===== src/rtl/prog_clock_divider_if.sv =====
// Control/status bundle for prog_clock_divider: per-channel enables, divisor
// write port, and the per-channel divided outputs.
interface prog_clock_divider_if #(
    parameter int CHANNELS = 4,
    parameter int WIDTH    = 16
);
    localparam int CW = (CHANNELS > 1) ? $clog2(CHANNELS) : 1;

    logic [CHANNELS-1:0] enable_i;
    logic                sync_i;
    logic                wr_en_i;
    logic [CW-1:0]       wr_channel_i;
    logic [WIDTH-1:0]    wr_divisor_i;
    logic [CHANNELS-1:0] pending_o;
    logic [CHANNELS-1:0] out_o;
    logic [CHANNELS-1:0] tick_o;

    modport master (
        output enable_i, sync_i, wr_en_i, wr_channel_i, wr_divisor_i,
        input  pending_o, out_o, tick_o
    );

    modport slave (
        input  enable_i, sync_i, wr_en_i, wr_channel_i, wr_divisor_i,
        output pending_o, out_o, tick_o
    );
endinterface


===== src/rtl/prog_clock_divider.sv =====
// Multi-channel programmable clock divider. Each channel holds an active and a
// shadow divisor; the shadow is promoted only at a wrap, sync or while idle.
module prog_clock_divider_ch #(
    parameter int WIDTH         = 16,
    parameter int RESET_DIVISOR = 9
) (
    input  logic             i_clk,
    input  logic             i_rst,
    input  logic             i_enable,
    input  logic             i_sync,
    input  logic             i_wr,
    input  logic [WIDTH-1:0] i_divisor,
    output logic             o_pending,
    output logic             o_out,
    output logic             o_tick
);
    logic [WIDTH-1:0] r_count;
    logic [WIDTH-1:0] r_active;
    logic [WIDTH-1:0] r_shadow;
    logic             r_pending;
    logic             r_out;
    logic             r_tick;
    logic             w_wrap;
    logic             w_apply;

    assign w_wrap  = (r_count == r_active);
    // Every point where a half-period starts fresh is a safe place to swap divisors.
    assign w_apply = i_sync | ~i_enable | w_wrap;

    always_ff @(posedge i_clk) begin
        if (i_rst) begin
            r_count   <= '0;
            r_active  <= WIDTH'(RESET_DIVISOR);
            r_shadow  <= WIDTH'(RESET_DIVISOR);
            r_pending <= 1'b0;
            r_out     <= 1'b0;
            r_tick    <= 1'b0;
        end else begin
            if (i_sync || !i_enable) begin
                r_count <= '0;
                r_out   <= 1'b0;
                r_tick  <= 1'b0;
            end else if (w_wrap) begin
                r_count <= '0;
                r_out   <= ~r_out;
                r_tick  <= 1'b1;
            end else begin
                r_count <= r_count + WIDTH'(1);
                r_tick  <= 1'b0;
            end

            if (w_apply && r_pending)
                r_active <= r_shadow;

            // A write landing on an apply point promotes the old shadow and stays pending.
            if (i_wr) begin
                r_shadow  <= i_divisor;
                r_pending <= 1'b1;
            end else if (w_apply) begin
                r_pending <= 1'b0;
            end
        end
    end

    assign o_pending = r_pending;
    assign o_out     = r_out;
    assign o_tick    = r_tick;
endmodule

module prog_clock_divider #(
    parameter int CHANNELS      = 4,
    parameter int WIDTH         = 16,
    parameter int RESET_DIVISOR = 9
) (
    input  logic                 clock_i,
    input  logic                 reset_i,
    prog_clock_divider_if.slave  bus
);
    localparam int CW = (CHANNELS > 1) ? $clog2(CHANNELS) : 1;

    logic [CHANNELS-1:0] w_wr_sel;

    for (genvar g = 0; g < CHANNELS; g++) begin : g_ch
        // Indices past CHANNELS-1 match no channel, so such writes are dropped.
        assign w_wr_sel[g] = bus.wr_en_i && (bus.wr_channel_i == CW'(g));

        prog_clock_divider_ch #(
            .WIDTH         (WIDTH),
            .RESET_DIVISOR (RESET_DIVISOR)
        ) u_ch (
            .i_clk     (clock_i),
            .i_rst     (reset_i),
            .i_enable  (bus.enable_i[g]),
            .i_sync    (bus.sync_i),
            .i_wr      (w_wr_sel[g]),
            .i_divisor (bus.wr_divisor_i),
            .o_pending (bus.pending_o[g]),
            .o_out     (bus.out_o[g]),
            .o_tick    (bus.tick_o[g])
        );
    end
endmodule

===== src/flat_wrapper.sv =====
// flat-port wrapper written by rule: the top's interface ports become plain ports
module prog_clock_divider_flat 
#(
    parameter int CHANNELS      = 4,
    parameter int WIDTH         = 16,
    parameter int RESET_DIVISOR = 9
)
  (clock_i, reset_i, bus_enable_i, bus_sync_i, bus_wr_en_i, bus_wr_channel_i, bus_wr_divisor_i, bus_pending_o, bus_out_o, bus_tick_o);
  prog_clock_divider_if #(.CHANNELS(CHANNELS), .WIDTH(WIDTH)) bus_i ();
  input  logic clock_i;
  input  logic reset_i;
  input wire logic [$bits(bus_i.enable_i)-1:0] bus_enable_i;
  input wire logic [$bits(bus_i.sync_i)-1:0] bus_sync_i;
  input wire logic [$bits(bus_i.wr_en_i)-1:0] bus_wr_en_i;
  input wire logic [$bits(bus_i.wr_channel_i)-1:0] bus_wr_channel_i;
  input wire logic [$bits(bus_i.wr_divisor_i)-1:0] bus_wr_divisor_i;
  output wire logic [$bits(bus_i.pending_o)-1:0] bus_pending_o;
  output wire logic [$bits(bus_i.out_o)-1:0] bus_out_o;
  output wire logic [$bits(bus_i.tick_o)-1:0] bus_tick_o;
  assign bus_i.enable_i = bus_enable_i;
  assign bus_i.sync_i = bus_sync_i;
  assign bus_i.wr_en_i = bus_wr_en_i;
  assign bus_i.wr_channel_i = bus_wr_channel_i;
  assign bus_i.wr_divisor_i = bus_wr_divisor_i;
  assign bus_pending_o = bus_i.pending_o;
  assign bus_out_o = bus_i.out_o;
  assign bus_tick_o = bus_i.tick_o;
  prog_clock_divider #(.CHANNELS(CHANNELS), .WIDTH(WIDTH), .RESET_DIVISOR(RESET_DIVISOR)) u_core (.clock_i(clock_i), .reset_i(reset_i), .bus(bus_i));
endmodule

===== config.mk =====
export PLATFORM = sky130hd
export DESIGN_NAME = prog_clock_divider_flat
export DESIGN_NICKNAME = d
export VERILOG_FILES = /design/src/rtl/prog_clock_divider_if.sv /design/src/rtl/prog_clock_divider.sv /design/src/flat_wrapper.sv
export SDC_FILE = /design/constraint.sdc
export NUM_CORES = 1
export LEC_CHECK = 0
export CAP_MARGIN = 20
export CELL_PAD_IN_SITES_DETAIL_PLACEMENT = 1
export CELL_PAD_IN_SITES_GLOBAL_PLACEMENT = 1
export CORE_ASPECT_RATIO = 0.7
export CORE_UTILIZATION = 40
export DETAILED_ROUTE_END_ITERATION = 10
export DONT_BUFFER_PORTS = 1
export PLACE_DENSITY_LB_ADDON = 0.15
export REMOVE_ABC_BUFFERS = 1
export SYNTH_ARGS = -nofsm -noshare
export SYNTH_HDL_FRONTEND = slang
export SYNTH_HIERARCHICAL = 1
export SYNTH_SLANG_ARGS = --single-unit

===== constraint.sdc =====
create_clock -name clock_i -period 2.2 [get_ports clock_i]
set_input_delay 0.66 -clock clock_i [delete_from_list [all_inputs] [get_ports clock_i]]
set_output_delay 0.66 -clock clock_i [all_outputs]
set_load 0.01 [all_outputs]

[After elaboration in Yosys (flattened, before gate mapping)]
Cells that the tools add are included.
Cells by class
  $add $sub $neg: 4
  equality and inequality tests: 7
  multiplexer cells: 12
  bitwise gates (word level): 16
  reduce and logical (&&, ||, !) cells: 29
Operators with widths (count)
  adder 16 x 1 -> 16 bit (second input constant): 4
  equality test 16 bit: 4
  2-to-1 mux 1 bit: 12
  OR reduction 3 bit: 4
  logical AND 1 bit: 8
  NOT 1 bit: 8
  OR 1 bit: 8
  nonzero test 2 bit: 4
  OR reduction 2 bit: 4
  equality test 2 bit (second input constant): 2
  logical NOT 1 bit: 4
  logical OR 1 bit: 4
  equality test 2 x 1 -> 1 bit (second input constant): 1
  logical NOT 2 bit: 1
Word-level totals
  register bits after elaboration: 204
  input bits: 26
  output and inout bits: 12

[Longest topological paths before layout]
  depth in word-level cells: 5
  depth in mapped cells: 7

[Cells and area by module]
The synthesis kept the hierarchy.
Modules (own cells, without submodules)
  prog_clock_divider_ch: instances 4, cells an instance 243, area an instance 2233.4 µm²
  prog_clock_divider: instances 1, cells an instance 4, area an instance 37.5 µm²

[Worst setup path before layout]
Ideal clock, no wire load.
  path type: in2reg
  from: input bus_wr_channel_i[1]
  to: register u_core.g_ch[1].u_ch.r_shadow[10]
  library setup time: 0.128 ns
  arrival time: 1.746 ns
  data required time: 2.072 ns
  slack: 0.327 ns
  stages on the path: 5
  cells stage by stage: and3b_1 > buf_2 > buf_1 > mux2i_1 > nor2_1
Between the ends
  word-level cells in the longest chain between the ends: 2
RTL lines
  from (decl): line flat_wrapper.sv:15  | input wire logic [$bits(bus_i.wr_channel_i)-1:0] bus_wr_channel_i;
  equality test 2 x 1 -> 1 bit: line prog_clock_divider.sv:85  | assign w_wr_sel[g] = bus.wr_en_i && (bus.wr_channel_i == CW'(g));
  logical AND 1 bit: line prog_clock_divider.sv:85
  to (signal assigned): line prog_clock_divider.sv:34  | r_shadow <= WIDTH'(RESET_DIVISOR);
  to (signal assigned): line prog_clock_divider.sv:57  | r_shadow <= i_divisor;
  to (decl): line prog_clock_divider.sv:19  | logic [WIDTH-1:0] r_shadow;
Every way passes these cells.
A chain may end at the register's enable or synchronous reset.

[Worst setup path after layout]
  from: register u_core.g_ch[2].u_ch.r_count[8]
  to: register u_core.g_ch[2].u_ch.r_active[15]
Between the ends
  word-level cells in the longest chain between the ends: 3
RTL lines
  from (decl): line prog_clock_divider.sv:17  | logic [WIDTH-1:0] r_count;
  from (signal assigned): line prog_clock_divider.sv:48  | r_count <= r_count + WIDTH'(1);
  equality test 16 bit: line prog_clock_divider.sv:26  | assign w_wrap = (r_count == r_active);
  OR 1 bit: line prog_clock_divider.sv:28  | assign w_apply = i_sync | ~i_enable | w_wrap;
  logical AND 1 bit: line prog_clock_divider.sv:52  | if (w_apply && r_pending)
  to (signal assigned): line prog_clock_divider.sv:33  | r_active <= WIDTH'(RESET_DIVISOR);
  to (signal assigned): line prog_clock_divider.sv:53  | r_active <= r_shadow;
  to (decl): line prog_clock_divider.sv:18  | logic [WIDTH-1:0] r_active;
Every way passes these cells.

==> qor.yml <==
status: "complete, no violations"
die-width_um: 181
dp_hpwl_mm: 15.3
overflow: 0
hp-class: "in2reg"
crit_type: "reg2reg"
routabilityCongestion: 0.754
p_comb_share_pct: 3.4
syn_area_mm2: 0.00897
setup_violations: 0
clk_pin_slew_ns: 0.06
critPathMaxStageDelay_ns: 0.46
max_slew.worst_pin.slew_ns: 0.546
yosysUniqueCellTypes: 29
finalNonFillerCells: 1279
power.internal_mw: 6.11
r2r-end: "u_core/g_ch[2].u_ch/r_active[15]"
num_rows: 45
rsz0062_at_grt: "false"
p_total_mw: 7.82
post_cts_resized: 0
hold_ws_ns: 0.229
worstRegToRegCells: 6
startpoint_type: "flop"
core_area_mm2: 0.0218
grt_max_degree: 93
arrival_ns: 2.30
htreeDepth: 1
start_util_pct: 41.1
reg2reg_from: "u_core/g_ch[2].u_ch/r_count[8]"
port_buffers: 0
postSynthAreaPerCell_um2: 9.19
drt_iter0_drc: 238
period_share_pct: 85.2
cp_max_fo: 14
power_frac_seq_pct: 48.5
cts_root_buf: "clkbuf_16"
yosys_warnings: 6
critical_path_required_ns: 2.63
first_pass_iters: 4
dieArea_mm2: 0.0230
nets: 1012
maxCapViolCount: 0
clockBufferDepth: 3
power-per-cell-area_mw_per_mm2: 775
cts_num_sinks: 204
yosysSeqAreaShare_pct: 45.5
netlist_instances: 976
finalSetupTns_ns: 0
grt.total_usage_pct: 19.4
drive_gt1_share_pct: 10.8
pin_count: 38
clock.fmax_mhz: 533
finalHoldViolations: 0
dp_cells: 1240
antenna_found_initial: 0
end_kind: "flop"
drt_wl_total_mm: 21.9
crit_start: "u_core/g_ch[2].u_ch/r_count[8]"
drc_errors: 0
via_per_inst: 5.23
ir_drop_uv: 444
reg2reg_slack_ns: 0.33
leakage_nw: 4.07
netSwitchingPower_mw: 1.71
post_cts_buffers: 0
holdBufCountCts: 0
cts_made_buffers: 22
post_drt_wl_per_cell_um: 17.1
layout_min_cycle_time_ns: 1.87
grt_pass1_vias: 6960
sw_frac_of_total_pct: 21.9
crit_end: "u_core/g_ch[2].u_ch/r_active[15]"
crit_path_cell_trace: "xor2_1 -> nor4_1 -> nand4_1 -> and2_1 -> buf_4 -> o211ai_1"
fp.dieH_um: 127
ant_nets: 0
num_vias: 6694
slew_headroom_pct: 63.6
finClkSkew_ns: 0.00648
yosys_register_bits: 204
clock_latency_ns: 0.51
maxSlewViolCount: 0
cts_tree: "done"
diodes: 0
p_clk_share_pct: 48.1
grt_first_pass_wirelength_mm: 36.5
cp_slowest_cell: "nor4_1"
synthToLayoutAreaGrowth_pct: 12.5
-- cell usage after synthesis, drive strengths merged --
master,instances,share of area (%)
buf,24,1.6
nor4,16,1.1
and3,13,0.92
nand3,80,4.5
nor2b,24,1.7
and2,8,0.56
a211o,8,0.78
o31a,8,0.78
nand4,16,1.1
o211ai,56,6.9
nor3b,1,0.14
dfxtp,204,46
inv,8,0.33
nand2b,4,0.28
and3b,2,0.20
a31oi,12,0.84
mux2i,56,6.2
clkbuf,28,1.2
ha,4,0.56
nor3,8,0.45
xnor2,16,1.6
xor2,108,11
nand2,128,5.4
nor2,128,5.4
and4,16,1.6
-- metrics by stage --
stage	worst slack [ns]	instance area [um^2]	utilization [%]
after floorplan	-0.0278	8730	-
after global placement	0.360	9370	42.9
after detailed placement	0.353	9370	42.9
after CTS	0.336	10100	46.2
after global routing	0.164	10100	46.2
final	0.325	10100	46.2
-- cell families after synthesis --
family | count (synthesis) | synth area share, %
flops | 204 | 45.5
buf+inv | 60 | 3.07
compound gates | 84 | 9.32
mux | 56 | 6.25
xor+xnor | 124 | 12.1
fa+ha+maj | 4 | 0.558
simple gates | 444 | 23.2
-- registers in the layout (all words and copies together), names as in the netlist --
signal	count
u_core/g_ch.u_ch/r_active	64
u_core/g_ch.u_ch/o_tick	4
u_core/g_ch.u_ch/o_pending	4
u_core/g_ch.u_ch/o_out	4
u_core/g_ch.u_ch/r_shadow	64
u_core/g_ch.u_ch/r_count	64
-- power groups by stage --
stage	sequential, mW	clock [mW]	combinational, mW
2_1_floorplan	3.86	0	0.182
3_3_place_gp	3.87	0	0.264
3_5_place_dp	3.87	0	0.266
4_1_cts	3.79	3.89	0.269
5_1_grt	3.80	4.02	0.297
6_report	3.79	3.76	0.266
-- critical path: cells and delay by family (launching register included) --
family                    cells  cell delay [ns]
xor gates and xnor gates      1             0.15
AOI/OAI and AO/OA             1             0.19
buffers and inverters         1             0.21
and+or+nand+nor               3             0.90
DFF                           1             0.35
-- final cells by class --
type | instances | area, um^2
timing repair buffer | 34 | 280
tap | 282 | 353
multi-input combinational | 712 | 4620
clock inverter | 6 | 80.1
clock buffer | 33 | 643
fill | 2507 | 11800
inverter | 8 | 30.0
sequential | 204 | 4080
-- worst min path at each step --
stage                                          from                         endpoint  slack, ns  depth (start not counted)
finish                                      reset_i    u_core/g_ch[2].u_ch/o_pending       0.23                          1
global placement    u_core/g_ch[3].u_ch/r_shadow[5]  u_core/g_ch[3].u_ch/r_shadow[5]       0.47                          2
detailed placement  u_core/g_ch[3].u_ch/r_shadow[0]  u_core/g_ch[3].u_ch/r_active[0]       0.47                          1
CTS                                         reset_i    u_core/g_ch[2].u_ch/o_pending       0.20                          1
global route                                reset_i    u_core/g_ch[2].u_ch/o_pending       0.21                          1
floorplan           u_core/g_ch[0].u_ch/r_shadow[0]  u_core/g_ch[0].u_ch/r_active[0]       0.45                          1
-- cell usage in the layout, fill, tap and decap left out, types with 23 or more instances in the layout --
master     instances
o211ai_2          40
nor2b_1           24
dfxtp_1          204
buf_4             32
clkbuf_16         23
mux2i_1           56
xor2_1           108
nand3_1           80
nor2_1           128
nand2_1          128
-- metal layers --
metal	routed length, um	track usage [%]
met5	0	0
met4	417	4.54
met3	848	3.56
met2	9300	30.1
met1	11300	27.9
Note: power is estimated with default switching activity, not from simulation.
